$ cat src/rtl/fft_pkg.sv
// -----------------------------------------------------------------------------
// fft_pkg
// Shared definitions for the in-place FFT datapath writeback stage.
//   - shamt_bits_for(): maps a data word width to the shift-amount width that
//     the butterfly PE produces for it (8 -> 4, 16 -> 5, anything else -> 0).
//   - cplx_t / addr_pair_t: complex sample and write-address pair for the
//     default configuration (width=8, addrbits=9).
//   - wb_state_t: writeback stage FSM states.
// -----------------------------------------------------------------------------
package fft_pkg;

    localparam int DEF_WIDTH    = 8;
    localparam int DEF_ADDRBITS = 9;

    // Returns 0 for an unsupported width so the caller's check fails.
    function automatic int shamt_bits_for(input int w);
        return (w == 8) ? 4 : ((w == 16) ? 5 : 0);
    endfunction

    typedef struct packed {
        logic [DEF_WIDTH-1:0] re;
        logic [DEF_WIDTH-1:0] im;
    } cplx_t;

    typedef struct packed {
        logic [DEF_ADDRBITS-1:0] addr0;
        logic [DEF_ADDRBITS-1:0] addr1;
    } addr_pair_t;

    typedef enum logic [1:0] {
        IDLE  = 2'd0,
        RUN   = 2'd1,
        DRAIN = 2'd2,
        DONE  = 2'd3
    } wb_state_t;

endpackage

$ cat src/rtl/fft_writeback_sync_fifo.sv
// -----------------------------------------------------------------------------
// sync_fifo
// Single-clock FIFO with first-word-fall-through read.
// Ports:
//   clk, rst_n      clock, asynchronous active-low reset (empties the FIFO)
//   push_i, wdata_i write request and data; ignored when full unless a pop
//                   happens in the same cycle
//   pop_i, rdata_o  read request and head entry; pop ignored when empty
//   full_o, empty_o occupancy flags
// depth must be a power of two (pointers wrap naturally) and at least 2.
// -----------------------------------------------------------------------------
module sync_fifo #(
    parameter int dw    = 18,
    parameter int depth = 16
) (
    input  logic          clk,
    input  logic          rst_n,
    input  logic          push_i,
    input  logic          pop_i,
    input  logic [dw-1:0] wdata_i,
    output logic [dw-1:0] rdata_o,
    output logic          full_o,
    output logic          empty_o
);

    localparam int AW = $clog2(depth);
    localparam logic [AW:0] FULL_COUNT = (AW+1)'(depth);

    logic [dw-1:0] r_mem [depth];
    logic [AW-1:0] r_wptr;
    logic [AW-1:0] r_rptr;
    logic [AW:0]   r_count;
    logic          w_do_push;
    logic          w_do_pop;

    assign empty_o   = (r_count == '0);
    assign full_o    = (r_count == FULL_COUNT);
    assign w_do_pop  = pop_i && !empty_o;
    // A pop in the same cycle frees the slot, so a push into a full FIFO is
    // still accepted then.
    assign w_do_push = push_i && (!full_o || w_do_pop);
    assign rdata_o   = r_mem[r_rptr];

    always_ff @(posedge clk) begin
        if (w_do_push) begin
            r_mem[r_wptr] <= wdata_i;
        end
    end

    always_ff @(posedge clk or negedge rst_n) begin
        if (!rst_n) begin
            r_wptr  <= '0;
            r_rptr  <= '0;
            r_count <= '0;
        end else begin
            if (w_do_push) begin
                r_wptr <= r_wptr + 1'b1;
            end
            if (w_do_pop) begin
                r_rptr <= r_rptr + 1'b1;
            end
            case ({w_do_push, w_do_pop})
                2'b10:   r_count <= r_count + 1'b1;
                2'b01:   r_count <= r_count - 1'b1;
                default: r_count <= r_count;
            endcase
        end
    end

endmodule

$ cat src/rtl/fft_writeback.sv
// -----------------------------------------------------------------------------
// fft_writeback
// Writeback stage after the butterfly PE of the in-place FFT. Each PE result
// beat is paired with the write-address pair queued by the read sequencer when
// its operands were fetched, both results are written back to memory, and the
// minimum shamt over the stage is reported as the next stage's block shift.
// Ports:
//   clk, rst_n                 clock, asynchronous active-low reset
//   s_axis_valid_i/_ready_o    PE result handshake
//   y0r_i..y1i_i, shamt_i      PE results and shift amount of the beat
//   addr_valid_i, addr0_i/1_i  address pair push from the read sequencer
//   addr_full_o                address FIFO full
//   stage_start_i, pairs_i     stage start pulse and butterfly count
//   mem_we_o, mem_addr*_o,     write port (both addresses written together),
//   mem_wdata*_o, mem_ready_i  data {real, imag}; held until mem_ready_i
//   stage_done_o               one-cycle stage completion pulse
//   next_shamt_o               minimum shamt of the last completed stage
//   err_o                      sticky protocol error
// -----------------------------------------------------------------------------
module fft_writeback
    import fft_pkg::*;
#(
    parameter int width      = 8,
    parameter int shamtbits  = 4,
    parameter int addrbits   = 9,
    parameter int fifo_depth = 16
) (
    input  logic                 clk,
    input  logic                 rst_n,
    input  logic                 s_axis_valid_i,
    output logic                 s_axis_ready_o,
    input  logic [width-1:0]     y0r_i,
    input  logic [width-1:0]     y0i_i,
    input  logic [width-1:0]     y1r_i,
    input  logic [width-1:0]     y1i_i,
    input  logic [shamtbits-1:0] shamt_i,
    input  logic                 addr_valid_i,
    input  logic [addrbits-1:0]  addr0_i,
    input  logic [addrbits-1:0]  addr1_i,
    output logic                 addr_full_o,
    input  logic                 stage_start_i,
    input  logic [addrbits-1:0]  pairs_i,
    output logic                 mem_we_o,
    output logic [addrbits-1:0]  mem_addr0_o,
    output logic [addrbits-1:0]  mem_addr1_o,
    output logic [2*width-1:0]   mem_wdata0_o,
    output logic [2*width-1:0]   mem_wdata1_o,
    input  logic                 mem_ready_i,
    output logic                 stage_done_o,
    output logic [shamtbits-1:0] next_shamt_o,
    output logic                 err_o
);

    generate
        if (shamtbits != shamt_bits_for(width)) begin : g_bad_shamtbits
            $error("fft_writeback: width must be 8 (shamtbits 4) or 16 (shamtbits 5)");
        end
        if ((fifo_depth < 2) || ((fifo_depth & (fifo_depth - 1)) != 0)) begin : g_bad_depth
            $error("fft_writeback: fifo_depth must be a power of two, at least 2");
        end
    endgenerate

    typedef struct packed {
        logic [addrbits-1:0] addr0;
        logic [addrbits-1:0] addr1;
    } wb_pair_t;

    localparam int SW = $clog2(fifo_depth) + 1;
    localparam logic [SW-1:0] STARVE_MAX = SW'(fifo_depth);

    wb_state_t             r_state;
    wb_state_t             w_state_next;

    logic                  r_we;
    logic [addrbits-1:0]   r_addr0;
    logic [addrbits-1:0]   r_addr1;
    logic [2*width-1:0]    r_wdata0;
    logic [2*width-1:0]    r_wdata1;
    logic [addrbits-1:0]   r_cnt;
    logic [addrbits-1:0]   r_pairs;
    logic [shamtbits-1:0]  r_min;
    logic [shamtbits-1:0]  r_next_shamt;
    logic [SW-1:0]         r_starve;
    logic                  r_err;

    wb_pair_t              w_push_pair;
    wb_pair_t              w_head_pair;
    logic                  w_fifo_full;
    logic                  w_fifo_empty;
    logic                  w_ready;
    logic                  w_accept;
    logic                  w_write_done;
    logic                  w_last_beat;
    logic                  w_starving;
    logic                  w_start_now;
    logic                  w_err_set;

    assign w_push_pair = '{addr0: addr0_i, addr1: addr1_i};

    sync_fifo #(
        .dw    ($bits(wb_pair_t)),
        .depth (fifo_depth)
    ) u_addr_fifo (
        .clk     (clk),
        .rst_n   (rst_n),
        .push_i  (addr_valid_i),
        .pop_i   (w_accept),
        .wdata_i (w_push_pair),
        .rdata_o (w_head_pair),
        .full_o  (w_fifo_full),
        .empty_o (w_fifo_empty)
    );

    assign w_accept     = s_axis_valid_i && w_ready;
    assign w_write_done = r_we && mem_ready_i;
    assign w_last_beat  = w_accept && (r_cnt == (r_pairs - 1'b1));
    assign w_start_now  = (r_state == IDLE) && stage_start_i;
    // The PE keeps running; a beat with no address to pair with is only an
    // error once it has waited longer than the FIFO could ever lag.
    assign w_starving   = (r_state == RUN) && s_axis_valid_i && w_fifo_empty;

    assign w_err_set = (addr_valid_i && w_fifo_full && !w_accept)
                     || (stage_start_i && (r_state != IDLE))
                     || (w_starving && (r_starve == STARVE_MAX))
                     || ((r_state == DONE) && !w_fifo_empty);

    always_ff @(posedge clk or negedge rst_n) begin
        if (!rst_n) begin
            r_state <= IDLE;
        end else begin
            r_state <= w_state_next;
        end
    end

    always_comb begin
        w_state_next = r_state;
        w_ready      = 1'b0;
        stage_done_o = 1'b0;
        case (r_state)
            IDLE: begin
                if (stage_start_i) begin
                    w_state_next = RUN;
                end
            end
            RUN: begin
                w_ready = !w_fifo_empty && (!r_we || mem_ready_i);
                if (w_last_beat) begin
                    w_state_next = DRAIN;
                end
            end
            DRAIN: begin
                if (!r_we || w_write_done) begin
                    w_state_next = DONE;
                end
            end
            DONE: begin
                stage_done_o = 1'b1;
                w_state_next = IDLE;
            end
            default: w_state_next = IDLE;
        endcase
    end

    always_ff @(posedge clk or negedge rst_n) begin
        if (!rst_n) begin
            r_we         <= 1'b0;
            r_addr0      <= '0;
            r_addr1      <= '0;
            r_wdata0     <= '0;
            r_wdata1     <= '0;
            r_cnt        <= '0;
            r_pairs      <= '0;
            r_min        <= '0;
            r_next_shamt <= '0;
            r_starve     <= '0;
            r_err        <= 1'b0;
        end else begin
            // Output register: a new beat may replace a write completing in
            // the same cycle; otherwise the write holds until accepted.
            if (w_accept) begin
                r_we     <= 1'b1;
                r_addr0  <= w_head_pair.addr0;
                r_addr1  <= w_head_pair.addr1;
                r_wdata0 <= {y0r_i, y0i_i};
                r_wdata1 <= {y1r_i, y1i_i};
            end else if (mem_ready_i) begin
                r_we <= 1'b0;
            end

            if (w_start_now) begin
                r_pairs <= (pairs_i == '0) ? addrbits'(1) : pairs_i;
                r_cnt   <= '0;
                r_min   <= '1;
            end else if (w_accept) begin
                r_cnt <= r_cnt + 1'b1;
                if (shamt_i < r_min) begin
                    r_min <= shamt_i;
                end
            end

            if (r_state == DONE) begin
                r_next_shamt <= r_min;
            end

            if (w_starving) begin
                if (r_starve != STARVE_MAX) begin
                    r_starve <= r_starve + 1'b1;
                end
            end else begin
                r_starve <= '0;
            end

            if (w_err_set) begin
                r_err <= 1'b1;
            end
        end
    end

    assign s_axis_ready_o = w_ready;
    assign addr_full_o    = w_fifo_full;
    assign mem_we_o       = r_we;
    assign mem_addr0_o    = r_addr0;
    assign mem_addr1_o    = r_addr1;
    assign mem_wdata0_o   = r_wdata0;
    assign mem_wdata1_o   = r_wdata1;
    assign next_shamt_o   = r_next_shamt;
    assign err_o          = r_err;

endmodule

$ cat config.mk
export PLATFORM = sky130hd
export DESIGN_NAME = fft_writeback
export DESIGN_NICKNAME = d
export VERILOG_FILES = /design/src/rtl/fft_pkg.sv /design/src/rtl/fft_writeback_sync_fifo.sv /design/src/rtl/fft_writeback.sv
export SDC_FILE = /design/constraint.sdc
export NUM_CORES = 1
export LEC_CHECK = 0
export ABC_AREA = 1
export ABC_CLOCK_PERIOD_IN_PS = 3040
export CORE_MARGIN = 5
export CORE_UTILIZATION = 24
export DETAILED_ROUTE_END_ITERATION = 16
export GPL_ROUTABILITY_DRIVEN = 0
export GPL_TIMING_DRIVEN = 0
export PLACE_DENSITY = 0.45
export SYNTH_ARGS = -nofsm -noshare
export SYNTH_HDL_FRONTEND = slang
export SYNTH_SLANG_ARGS = --single-unit
$ cat constraint.sdc
create_clock -name clk -period 3.04 [get_ports clk]
set_input_delay 0.608 -clock clk [delete_from_list [all_inputs] [get_ports clk]]
set_output_delay 0.608 -clock clk [all_outputs]
set_load 0.02 [all_outputs]
Word level (Yosys, flattened, before mapping)
Memories as Yosys holds them, arrays and structs flattened. A register that Yosys moved wholly into a read port is not among the register bits.
Index checks and enable logic that the tools add are counted.
{"block": "word_totals", "ram_bits": 288, "regBits": 80, "mem_count": 1, "in_bits": 69}
{"block": "classes", "n_eq_ne": 13, "n_reduce_logical": 35, "magnitude_cmp": 1, "addsub": 7, "muxes": 19}
{"name": "u_addr_fifo.r_mem", "words": 16, "width": 18, "rd": 1, "rd_ports_with_merged_regs": 1, "write_ports": 1, "line": "fft_writeback_sync_fifo.sv:29", "rtl": "logic [dw-1:0] r_mem [depth];"}
{"operator": "9-bit two-way mux", "count": 3}
{"operator": "1-bit logical AND", "count": 14}
{"operator": "4-bit two-way mux", "count": 3}
{"operator": "5-bit by 1-bit adder with 5-bit output, second input constant", "count": 2}
{"operator": "5-bit == test, second input constant", "count": 2}
{"operator": "5-bit two-way mux", "count": 2}
{"operator": "5-bit one-hot mux with 2 select lines", "count": 1}
{"operator": "2-bit nonzero test", "count": 5}
{"operator": "9-bit by 1-bit adder with 9-bit output, second input constant", "count": 1}
{"operator": "9-bit == test", "count": 1}
{"operator": "9-bit zero test", "count": 1}
{"operator": "9-bit by 1-bit subtractor with 9-bit output, second input constant", "count": 1}
{"operator": "4-bit by 1-bit adder with 4-bit output, second input constant", "count": 2}
{"operator": "2-bit one-hot mux with 4 select lines", "count": 1}
{"operator": "2-bit == test, second input constant", "count": 3}
{"operator": "1-bit logical OR", "count": 6}
{"operator": "1-bit two-way mux", "count": 6}
{"operator": "2-bit two-way mux", "count": 3}
{"operator": "2-bit != test, second input constant", "count": 3}
{"operator": "1-bit zero test", "count": 5}
{"operator": "5-bit zero test", "count": 1}
{"operator": "5-bit != test, second input constant", "count": 1}
{"operator": "5-bit by 1-bit subtractor with 5-bit output, second input constant", "count": 1}
{"operator": "2-bit by 1-bit == test with 1-bit output, second input constant", "count": 2}
{"operator": "5 further kinds", "count": 5}

Logic depth before layout (Yosys ltp)
{"block": "depth", "ltp_word": 10, "depth_mapped": 14, "ltp_nobuf": 14}

Modules after synthesis
Synthesis repeated with hierarchy kept, for this count alone.
{"block": "unflattened", "hier_cells": 1431, "hier_area_um2": 16173.0}
{"mod": "sync_fifo", "seq_area_each_um2": 8973.6, "instances": 1, "cells_each": 942, "area_each_um2": 12248.0}
{"mod": "fft_writeback", "seq_area_each_um2": 2127.0, "instances": 1, "cells_each": 489, "area_each_um2": 3925.0}

Worst setup path before layout
Ideal clock, no wire load.
{"block": "synth_timing", "kind": "register to register", "start": "register r_state[1]", "end": "memory u_addr_fifo.r_mem[11][0] (enable)", "n_path_buf": 0, "slack_ns": 0.480, "path_stages_with_launch": 10, "arrival_ns": 2.168, "synth_period_minus_slack_ns": 2.560, "path_cell_list": "dfrtp_1 inv_1 ha_1 a21boi_2 nand3_4 nand2_1 nand2_2 inv_4 nand2_1 nor2_1"}
{"block": "synth_between", "elab_chain_len": 8}
{"element": "start, declared", "line": "fft_writeback.sv:71", "rtl": "wb_state_t r_state;"}
{"element": "start signal, assigned", "line": "fft_writeback.sv:131", "rtl": "r_state <= w_state_next;"}
{"element": "2-bit by 1-bit == test with 1-bit output", "line": "fft_writeback.sv:139", "rtl": "case (r_state)"}
{"element": "1-bit two-way mux", "line": "fft_writeback.sv:139"}
{"element": "1-bit logical AND", "line": "fft_writeback.sv:114", "rtl": "assign w_accept = s_axis_valid_i && w_ready;"}
{"element": "1-bit logical AND", "line": "fft_writeback_sync_fifo.sv:38", "rtl": "assign w_do_pop = pop_i && !empty_o;"}
{"element": "1-bit logical OR", "line": "fft_writeback_sync_fifo.sv:41", "rtl": "assign w_do_push = push_i && (!full_o || w_do_pop);"}
{"element": "1-bit logical AND", "line": "fft_writeback_sync_fifo.sv:41"}
{"element": "1-bit two-way mux", "line": "fft_writeback_sync_fifo.sv:45", "rtl": "if (w_do_push) begin"}
{"element": "1-bit two-way mux (implied by the code)", "line": "fft_writeback_sync_fifo.sv:46", "rtl": "r_mem[r_wptr] <= wdata_i;"}
{"element": "end, declared", "line": "fft_writeback_sync_fifo.sv:29"}
No other way between the ends.

Worst setup path after layout
{"block": "layout_timing", "start": "register r_state[1]", "end": "output port s_axis_ready_o"}
{"block": "layout_between", "elab_chain_len": 2}
{"element": "2-bit by 1-bit == test with 1-bit output", "line": "fft_writeback.sv:139"}
{"element": "1-bit two-way mux", "line": "fft_writeback.sv:139"}
{"element": "end, declared", "line": "fft_writeback.sv:31", "rtl": "output logic s_axis_ready_o,"}
No other way between the ends.

==> impl_metrics.yaml <==
timing:
  fin_skew_ns: 0.0324
  fmax_mhz: 349
  maxSlewViolCount: 0
  tightest_slew_ns: 0.917
  hold_viol: 0
  fin_tns_setup_ns: 0
  setup_viol: 0
  relSlewSlack_pct: 38.9
  fin_crit_sh_pct: 94.2
  finalCriticalPeriod_ns: 2.86
  rsz0062_at_grt: "false"
clock_network:
  cts-htree-levels: 2
  root_buffer: "clkbuf_16"
  insertion_delay_ns: 0.59
  cts_buffer_depth: 3
  postCtsSetupBuffers: 0
  cts_made_buffers: 44
  cts.sinks: 386
  clk_pin_slew_ns: 0.05
  cts_tree: "built"
route:
  drc_errors: 0
  detail-route-antenna-nets: 0
  routedWlPerCell_um: 20.6
  viasPerCell: 4.55
  drt_wl_total_um: 50200
  drt_pass1_iterations: 5
  num_vias: 11100
  drt-initial-drc-count: 785
logic_synthesis:
  syn_inst: 1347
  synth_nets: 1436
  yosys-top-cells-count: "edfxtp_1 (288), nor2_1 (195), nand2_1 (190)"
  synth_flop_cell: "edfxtp_1"
  post-synth-top-count-cell: "edfxtp_1"
  synthArstFlopShare_pct: 25.4
  synth_area_leaders: "edfxtp_1 (54%), dfrtp_1 (15%), o21ai_0 (5.1%)"
  synth_top_area_share_pct: 54.3
  yosys.cell_types.count: 43
  yosysWarnings: 0
  syn_area_sq_um: 15900
  synth_seq_cells: 386
  syn_area_per_cell_sq_um: 11.8
  synth-edff-count: 288
  synth_top_area_cell: "edfxtp_1"
  synth-seq-area-share_pct: 69.7
floorplanning:
  io_pins: 128
  core-area_sq_um: 65700
  die_w_um: 268
  rows: 94
  die_h_um: 268
  initial_core_util_pct: 24.2
  die-area_sq_um: 71600
finish:
  n_fill_cell: 6601
  layout-drive-gt1-share_pct: 9.68
  register_area_sq_um: 11100
  antenna_cells: 0
  multi_input_area_sq_um: 4210
  area_growth_pct: 26.6
  fin_cells: 2434
  nNetsFinal: 1625
critical_path:
  required_ns: 2.43
  criticalPathCategory: "flop to output pin"
  endpoint_kind: "output pin"
  arrival_ns: 2.26
  r2r_slack_ns: 0.19
  critPathLaunchType: "flop"
  r2r_cells: 10
  crit_path_max_fanout: 4
power:
  p_leak_nw: 7.28
  vdd_drop_max_mv: 0.433
  power.density_nw_per_um2: 983
global_route:
  track_usage_pct: 13.7
  grt_max_degree: 52
  grt_pass1_wl_um: 73300
  grt_pass1_vias: 11100
  antenna_found_initial: 1
  grt_overflow: 0
placed_design:
  place_hpwl_um: 34400
  numPortBuffers: 127
  place_inst: 2353
hold_path:
  hold_path.class: "flop to flop"
  whs_path_depth: 2
status:
  outcome: "complete, no violations"
run:
  maxCapViolCount: 0
worst max-delay path, stage by stage (launching register included):
cell             delay (ns)
dfrtp_1                0.40
inv_1                  0.09
ha_1                   0.20
a21boi_2               0.27
nand2_1                0.08
inv_1                  0.06
clkdlybuf4s50_1        0.59
layer usage:
metal	vias up	wire length, um	track usage, %
li1	5169	-	-
met1	5532	22100	18.2
met2	282	24500	23.1
met3	82	2460	2.15
met4	0	1120	4.16
met5	-	0	0
flip-flops by register name, indices dropped and copies added (netlist names), 5 cells and up:
signal / flops
mem_wdata0_o: 16
r_cnt: 9
u_addr_fifo.r_mem: 288
r_starve: 5
mem_addr0_o: 9
u_addr_fifo.r_count: 5
mem_addr1_o: 9
mem_wdata1_o: 16
r_pairs: 9
cells by family after synthesis:
family          count (synthesis)  share of synthesized area [%]
flops                         386                           69.7
xor+xnor                       16                          0.880
buf+inv                       150                           4.24
fa+ha+maj                      20                           1.62
simple gates                  473                           12.2
compound gates                302                           11.4
cells in the final DEF, fill, tap and decap left out, types with 10 or more instances in the layout:
cell / Yosys / routed
xor2_1: 14 / 14
nand3_1: 69 / 69
dfrtp_1: 98 / 98
nand2_1: 190 / 190
clkdlybuf4s50_1: 0 / 126
nor2_2: 1 / 12
ha_1: 19 / 19
o21a_1: 18 / 18
a21oi_1: 32 / 32
clkbuf_1: 35 / 43
buf_2: 27 / 27
inv_1: 69 / 69
nor2_1: 195 / 179
clkinv_1: 3 / 10
o21ai_1: 16 / 16
o21ai_0: 162 / 162
o221ai_1: 56 / 56
edfxtp_1: 288 / 288
clkbuf_16: 0 / 46
power by group:
group	switching [mW]	total [mW]	internal (mW)
logic	4.88	7.34	2.46
registers	0.440	7.06	6.62
clock network	2.23	5.42	3.19
total	7.54	19.8	12.3
metrics by stage:
stage                     power (mW)  util (%)  hold WS [ns]  instance area [sq um]  setup slack, ns
after floorplan                 11.2         -         0.312                  15900            0.480
after global placement          14.3      27.8         0.464                  18300            -3.02
after detailed placement        14.5      28.4         0.464                  18700           -0.332
after CTS                       20.0      30.6         0.479                  20100           0.0855
after global routing            20.9      30.7         0.503                  20200           0.0248
final                           19.8      30.7         0.473                  20200            0.176
worst paths after layout:
path                            startpoint                  endpoint
max                             r_state[1]            s_axis_ready_o
min                        mem_wdata0_o[9]           mem_wdata0_o[9]
max reg2reg                     r_state[1]  u_addr_fifo.r_mem[5][12]
min reg2reg                mem_wdata0_o[9]           mem_wdata0_o[9]
max in group asynchronous            rst_n            mem_addr0_o[2]
min in group asynchronous            rst_n           mem_wdata1_o[2]
layout make-up:
cell class              instances  area share (%)
well taps                     864            5.36
clock buffers                  57            6.07
plain buffers                  75            1.94
repair buffers                143            8.04
multi-input cells             811            20.9
clock inverters                23            1.21
flip-flops and latches        386            55.1
inverters                      75            1.41
timing repair:
action / in CTS / in global routing
hold buffers: 1 / 0
gates resized for setup: 0 / 4
endpoints found under the setup margin: 0 / 14
hold endpoints to repair: 47 / 0
Power figures use the tool's default switching activity.
